[src/rtl/cpu_trace_buffer.sv]
// Execution trace capture: circular buffer of retiring samples with a PC-match
// trigger that freezes the buffer after a programmable number of post-trigger samples.
module cpu_trace_buffer #(
    parameter int unsigned ADDR_W    = 32,
    parameter int unsigned DATA_W    = 32,
    parameter int unsigned DEPTH     = 16,
    parameter int unsigned IDX_W     = 4,
    parameter int unsigned POST_TRIG = 8
) (
    input  logic              clk,
    input  logic              rst,
    input  logic              arm,
    input  logic              sample_valid,
    input  logic [ADDR_W-1:0] pc,
    input  logic [DATA_W-1:0] instr,
    input  logic [1:0]        wb_sel,
    input  logic [DATA_W-1:0] wb_data,
    input  logic              trig_en,
    input  logic [ADDR_W-1:0] trig_pc,
    input  logic [IDX_W-1:0]  rd_idx,
    input  logic              rd_en,
    output logic              rd_valid,
    output logic [ADDR_W-1:0] rd_pc,
    output logic [DATA_W-1:0] rd_instr,
    output logic [1:0]        rd_wb_sel,
    output logic [DATA_W-1:0] rd_wb_data,
    output logic [IDX_W:0]    count,
    output logic [1:0]        state,
    output logic              triggered
);

    localparam int unsigned CNT_W = IDX_W + 1;

    typedef enum logic [1:0] {
        S_IDLE = 2'b00,
        S_PRE  = 2'b01,
        S_POST = 2'b10,
        S_DONE = 2'b11
    } state_t;

    state_t             r_state;
    state_t             w_state_nxt;
    logic [IDX_W-1:0]   r_wr_ptr;
    logic [IDX_W-1:0]   w_wr_ptr_nxt;
    logic [IDX_W-1:0]   r_post_cnt;
    logic [IDX_W-1:0]   w_post_cnt_nxt;
    logic [CNT_W-1:0]   r_count;
    logic [CNT_W-1:0]   w_count_nxt;
    logic               r_triggered;
    logic               w_triggered_nxt;
    logic               w_wr_en;
    logic               w_match;
    logic [IDX_W-1:0]   w_rd_addr;
    logic               w_rd_hit;

    logic [ADDR_W-1:0]  r_mem_pc    [DEPTH];
    logic [DATA_W-1:0]  r_mem_instr [DEPTH];
    logic [1:0]         r_mem_sel   [DEPTH];
    logic [DATA_W-1:0]  r_mem_data  [DEPTH];

    logic               r_rd_valid;
    logic [ADDR_W-1:0]  r_rd_pc;
    logic [DATA_W-1:0]  r_rd_instr;
    logic [1:0]         r_rd_sel;
    logic [DATA_W-1:0]  r_rd_data;

    assign w_match = sample_valid & trig_en & (pc == trig_pc);

    // Control state register
    always_ff @(posedge clk) begin
        if (rst) begin
            r_state     <= S_IDLE;
            r_wr_ptr    <= '0;
            r_post_cnt  <= '0;
            r_count     <= '0;
            r_triggered <= 1'b0;
        end else begin
            r_state     <= w_state_nxt;
            r_wr_ptr    <= w_wr_ptr_nxt;
            r_post_cnt  <= w_post_cnt_nxt;
            r_count     <= w_count_nxt;
            r_triggered <= w_triggered_nxt;
        end
    end

    // Next-state and capture control; arm restarts from any state and suppresses capture
    always_comb begin
        w_state_nxt     = r_state;
        w_wr_ptr_nxt    = r_wr_ptr;
        w_post_cnt_nxt  = r_post_cnt;
        w_count_nxt     = r_count;
        w_triggered_nxt = r_triggered;
        w_wr_en         = 1'b0;

        if (arm) begin
            w_state_nxt     = S_PRE;
            w_wr_ptr_nxt    = '0;
            w_post_cnt_nxt  = '0;
            w_count_nxt     = '0;
            w_triggered_nxt = 1'b0;
        end else begin
            case (r_state)
                S_PRE: begin
                    if (sample_valid) begin
                        w_wr_en      = 1'b1;
                        w_wr_ptr_nxt = r_wr_ptr + IDX_W'(1);
                        if (r_count != CNT_W'(DEPTH)) begin
                            w_count_nxt = r_count + CNT_W'(1);
                        end
                        if (w_match) begin
                            w_triggered_nxt = 1'b1;
                            if (POST_TRIG == 0) begin
                                w_state_nxt = S_DONE;
                            end else begin
                                w_state_nxt    = S_POST;
                                w_post_cnt_nxt = IDX_W'(POST_TRIG);
                            end
                        end
                    end
                end
                S_POST: begin
                    if (sample_valid) begin
                        w_wr_en        = 1'b1;
                        w_wr_ptr_nxt   = r_wr_ptr + IDX_W'(1);
                        w_post_cnt_nxt = r_post_cnt - IDX_W'(1);
                        if (r_count != CNT_W'(DEPTH)) begin
                            w_count_nxt = r_count + CNT_W'(1);
                        end
                        if (r_post_cnt == IDX_W'(1)) begin
                            w_state_nxt = S_DONE;
                        end
                    end
                end
                S_IDLE, S_DONE: begin
                    w_state_nxt = r_state;
                end
                default: begin
                    w_state_nxt = S_IDLE;
                end
            endcase
        end
    end

    // Trace storage; not cleared by reset
    always_ff @(posedge clk) begin
        if (w_wr_en && !rst) begin
            r_mem_pc[r_wr_ptr]    <= pc;
            r_mem_instr[r_wr_ptr] <= instr;
            r_mem_sel[r_wr_ptr]   <= wb_sel;
            r_mem_data[r_wr_ptr]  <= wb_data;
        end
    end

    // Index 0 maps to the oldest stored entry
    assign w_rd_addr = r_wr_ptr - r_count[IDX_W-1:0] + rd_idx;
    assign w_rd_hit  = ({1'b0, rd_idx} < r_count);

    // Registered readout; memory sampled before any same-edge write
    always_ff @(posedge clk) begin
        if (rst) begin
            r_rd_valid <= 1'b0;
            r_rd_pc    <= '0;
            r_rd_instr <= '0;
            r_rd_sel   <= '0;
            r_rd_data  <= '0;
        end else begin
            r_rd_valid <= rd_en;
            if (rd_en) begin
                if (w_rd_hit) begin
                    r_rd_pc    <= r_mem_pc[w_rd_addr];
                    r_rd_instr <= r_mem_instr[w_rd_addr];
                    r_rd_sel   <= r_mem_sel[w_rd_addr];
                    r_rd_data  <= r_mem_data[w_rd_addr];
                end else begin
                    r_rd_pc    <= '0;
                    r_rd_instr <= '0;
                    r_rd_sel   <= '0;
                    r_rd_data  <= '0;
                end
            end
        end
    end

    assign rd_valid   = r_rd_valid;
    assign rd_pc      = r_rd_pc;
    assign rd_instr   = r_rd_instr;
    assign rd_wb_sel  = r_rd_sel;
    assign rd_wb_data = r_rd_data;
    assign count      = r_count;
    assign state      = r_state;
    assign triggered  = r_triggered;

endmodule

[config.mk]
export PLATFORM = sky130hd
export DESIGN_NAME = cpu_trace_buffer
export DESIGN_NICKNAME = d
export VERILOG_FILES = /design/src/rtl/cpu_trace_buffer.sv
export SDC_FILE = /design/constraint.sdc
export NUM_CORES = 1
export LEC_CHECK = 0
export ABC_AREA = 1
export CORE_ASPECT_RATIO = 2
export CORE_MARGIN = 4
export CORE_UTILIZATION = 45
export DETAILED_ROUTE_END_ITERATION = 12
export SLEW_MARGIN = 20
export SYNTH_ARGS = -nofsm -noshare
export SYNTH_HDL_FRONTEND = slang
export SYNTH_SLANG_ARGS = --single-unit
[constraint.sdc]
create_clock -name clk -period 9.6 [get_ports clk]
set_clock_uncertainty 0.15 [all_clocks]
set_input_delay 1.92 -clock clk [delete_from_list [all_inputs] [get_ports clk]]
set_output_delay 1.92 -clock clk [all_outputs]
set_load 0.005 [all_outputs]
==> impl_results.md <==
- Result of the run: finished, final reports clean
- Cells along the critical path: clkdlybuf4s50_1 -> inv_1 -> fa_1 -> inv_1 -> ha_1 -> a21o_1 -> a21oi_1 -> xnor2_4 -> buf_4 -> inv_6 -> buf_4 -> nand2_1 -> nand4_1 -> a21oi_1
- CTS Sinks: around 1700
- IR Drop Worst-Case VDD: around 0.00014 V
- Final setup violating endpoints: 0
- Worst hold path type: reg2reg
- Routability Congestion: slightly below 0.8
- Synthesis-to-layout area growth: 13.52%
- Floorplan row count: 199
- Met2 track utilization from global routing: 40.37%
- Register-to-Register Path Depth: 14
- Total routing resource utilization after global routing: between 20% and 30%
- Share of layout cells above drive strength 1: ~5.4%
- Number of library cell types mapped by synthesis: 33
- Most frequent cells after synthesis: 1568 x edfxtp_1, 1426 x nand2_1, 617 x a21oi_1
- Post-synthesis cell type with the largest combined area: edfxtp_1
- Mean Syn Cell Area: between 10 and 15 um2
- Number of enable-type register cells in the synthesized netlist: between 1500 and 2000
- Smallest setup slack after layout: ~4.1 ns
- Height of the die: between 500 and 600 um
- DRC violations left: 0
- Number of cells after detailed placement: between 7000 and 8000
- Setup Slack @ Placement: roughly 3.3 ns
- Syn. warnings: 0
- Startpoint of the tightest hold check path: triggered
- Die area: between 150000 and 200000 um2
- Setup Fix Bufs, Post-CTS: 0
- Core area: 146900 um2
- Clock share of power: around a third
- Top-level I/O count: approximately 250
- Total of cells resized after clock tree synthesis: 0
- Cell area after placement: 70890 um2
- Nature of the critical path endpoint: flip-flop
- Vias in the first global route: approximately 42000
- Sw Ratio: 26.11%
- Static leakage: 25.44 nW
- Met1 GRT Util: 30.14%
- Total Negative Setup Slacks: 0 ns
- Syn_nets: roughly 5400
- Final-report hold violation count: 0
- WL final: roughly 180000 um
- Internal power contribution: 0.01198 W
- Sum of net half-perimeters after detailed placement: between 80000 and 90000 um
- Nets: around 5500
- Slew Limit Fails: 0
- Clk root buf: clkbuf_16
- Largest net degree at the start of global routing: 212
- Initial cell density of the core: a little under half
- Number of H-tree levels: 4
- Via count of the routed design: about 43000
- DRT Pass-1 Iters: 5
- Most repeated cell in the gate-level netlist after synthesis: edfxtp_1
- Post-route minimum period: 5.549 ns
- TritonCTS clock tree: yes
- Share of flip-flops with an asynchronous set or reset: 0%
- Cell with the biggest individual delay on the critical path: buf_4
- Register share of total power: between 40% and 50%
- Starting DRC count in detailed routing: about 4000
- Slowest Stage Delay on Critical Path: ~0.79 ns
- Share of power burned in combinational logic: 14.9%
- Critical register-to-register path startpoint: r_wr_ptr[0]
- Horizontal die dimension: ~280 um
- Worst-path fanout max: 55
- Setup repair after global routing missed its margin: false
- Total gr overflow: 0
- Total power density per cell area: 214.9 nW/um2
- Post-Synthesis Cell Area: 66490 um2
- Clock transition at the registers of the reported paths: around 0.070 ns
- Number of antenna violations at the first check in global routing: 26
- Sequential area share after synthesis: about three quarters
- Quantity of I/O buffers inserted on ports: ~250
- Worst hold endpoint: triggered
- Launching element type of the critical path: primary input
- Max Freq: 180.2 MHz
- Tightest Pin Transition: 1.235 ns
- Top_reg_cell synth: edfxtp_1
- Arrival time at the worst endpoint: around 6 ns
- Number of synthesized register bits: about 1700
- Post-route non-filler standard cell count: 7395
- Worst setup path category: in2reg
- Synth top area cells: edfxtp_1 71%, nand2_1 8.1%, a21oi_1 4.6%
- Detail-routed via count per cell: just under 6
- Period Utilization, post-route: between 50% and 60%
- CTS hold repair buffers: 0
- Number of nets still failing antenna checks after routing: 0
- NetSw: 0.004235 W
- Busiest layer in global routing: met2
- Max-Cap Viols: 0
- Hold Crit Depth: 2
- Data required time of the critical path: a little over 10 ns
- Worst setup slack for register-to-register paths: between 5 and 6 ns
- Clock insertion delay at the later pin of the skew report: approximately 0.77 ns
- Number of buffers on the longest clock path: 4
- Clock buffers created by TritonCTS: 150
- Worst rel slew slack: roughly 18%
- Final instance area: ~75000 um2
- Average detailed-routed wire length per instance: ~25 um
- Area fraction of the dominant cell type after synthesis: a little over two thirds
- GR met3 Demand/Resource: under 10%
- Reg-to-reg critical path endpoint: rd_pc[28]
- First-pass GRT wire length: about 270000 um
- Count of mapped cells out of synthesis: between 5000 and 6000
how the worst max path moves through the flow:
stage	startpoint	to	slack [ns]	cells after the start
3_3_place_gp	rd_idx[1]	rd_wb_data[0]	3.31	14
5_1_grt	rd_idx[0]	rd_pc[28]	3.94	12
6_report	rd_idx[1]	rd_instr[10]	4.05	14
2_1_floorplan	arm	r_mem_data[3][0]	-0.42	4
4_1_cts	rd_idx[1]	rd_instr[10]	4.10	14
3_5_place_dp	rd_idx[1]	rd_instr[10]	3.30	14
power groups by stage:
stage               registers, W  logic (W)  clock network, W
floorplan                0.00824    0.00157                 0
global placement         0.00825    0.00238                 0
detailed placement       0.00825    0.00242                 0
CTS                      0.00809    0.00243           0.00582
global route             0.00809    0.00266           0.00610
finish                   0.00809    0.00242           0.00571
final cells by class:
class                           count  area (um2)
Fill cell                       12400       71430
Sequential cell                  1683       49390
Multi-Input combinational cell   3144       15530
Clock buffer                      195        4098
Timing Repair Buffer              308        3247
Tap cell                         1909        2389
Clock inverter                     65       460.4
Inverter                           80       332.8
Antenna cell                       11       27.53
sequential cells by signal (all words and copies together) (netlist names):
register     count
count            5
r_mem_data     512
r_mem_instr    512
r_mem_pc       512
r_mem_sel       32
r_post_cnt       4
r_wr_ptr         4
rd_instr        32
rd_pc           32
rd_valid         1
rd_wb_data      32
rd_wb_sel        2
state            2
triggered        1
worst max-delay path: cells and delay by family:
kind	cells	cell delay, ns
buffers and inverters	6	2.28
adders and majority gates	2	0.81
AOI/OAI and AO/OA	3	0.59
and+or+nand+nor	2	0.25
xor gates and xnor gates	1	0.10
per-stage QoR:
step	utilization, %	power [W]	hold slack, ns
2_1_floorplan	-	0.009810	0.2966
3_3_place_gp	48.24	0.01063	0.2966
3_5_place_dp	48.25	0.01067	0.2951
4_1_cts	51.36	0.01634	0.3107
5_1_grt	51.38	0.01685	0.3384
6_report	51.38	0.01622	0.3159
layer usage:
metal  wire [um]  share of wire [%]
met4        5078                2.8
met3       11210                6.1
met5          28              0.015
met1       74310                 41
met2       92520                 51
cell usage in the layout (no fill, tap or decap), drive strengths merged, types with 89 or more instances in the layout:
cell	count
o21ai	210
nand3	111
a22oi	205
clkbuf	195
edfxtp	1568
nor2	241
a32oi	89
clkdlybuf4s50	244
a21oi	617
dfxtp	115
mux2i	97
nand4	92
nand2	1426
logic make-up after synthesis:
logic type,synth area share (%)
xor gates and xnor gates,0.2484
DFF,74.28
muxes,1.460
and+or+nand+nor,11.18
buffers and inverters,2.557
AOI/OAI and AO/OA,9.859
adders and majority gates,0.4103
(Power assumes the default switching activity.)
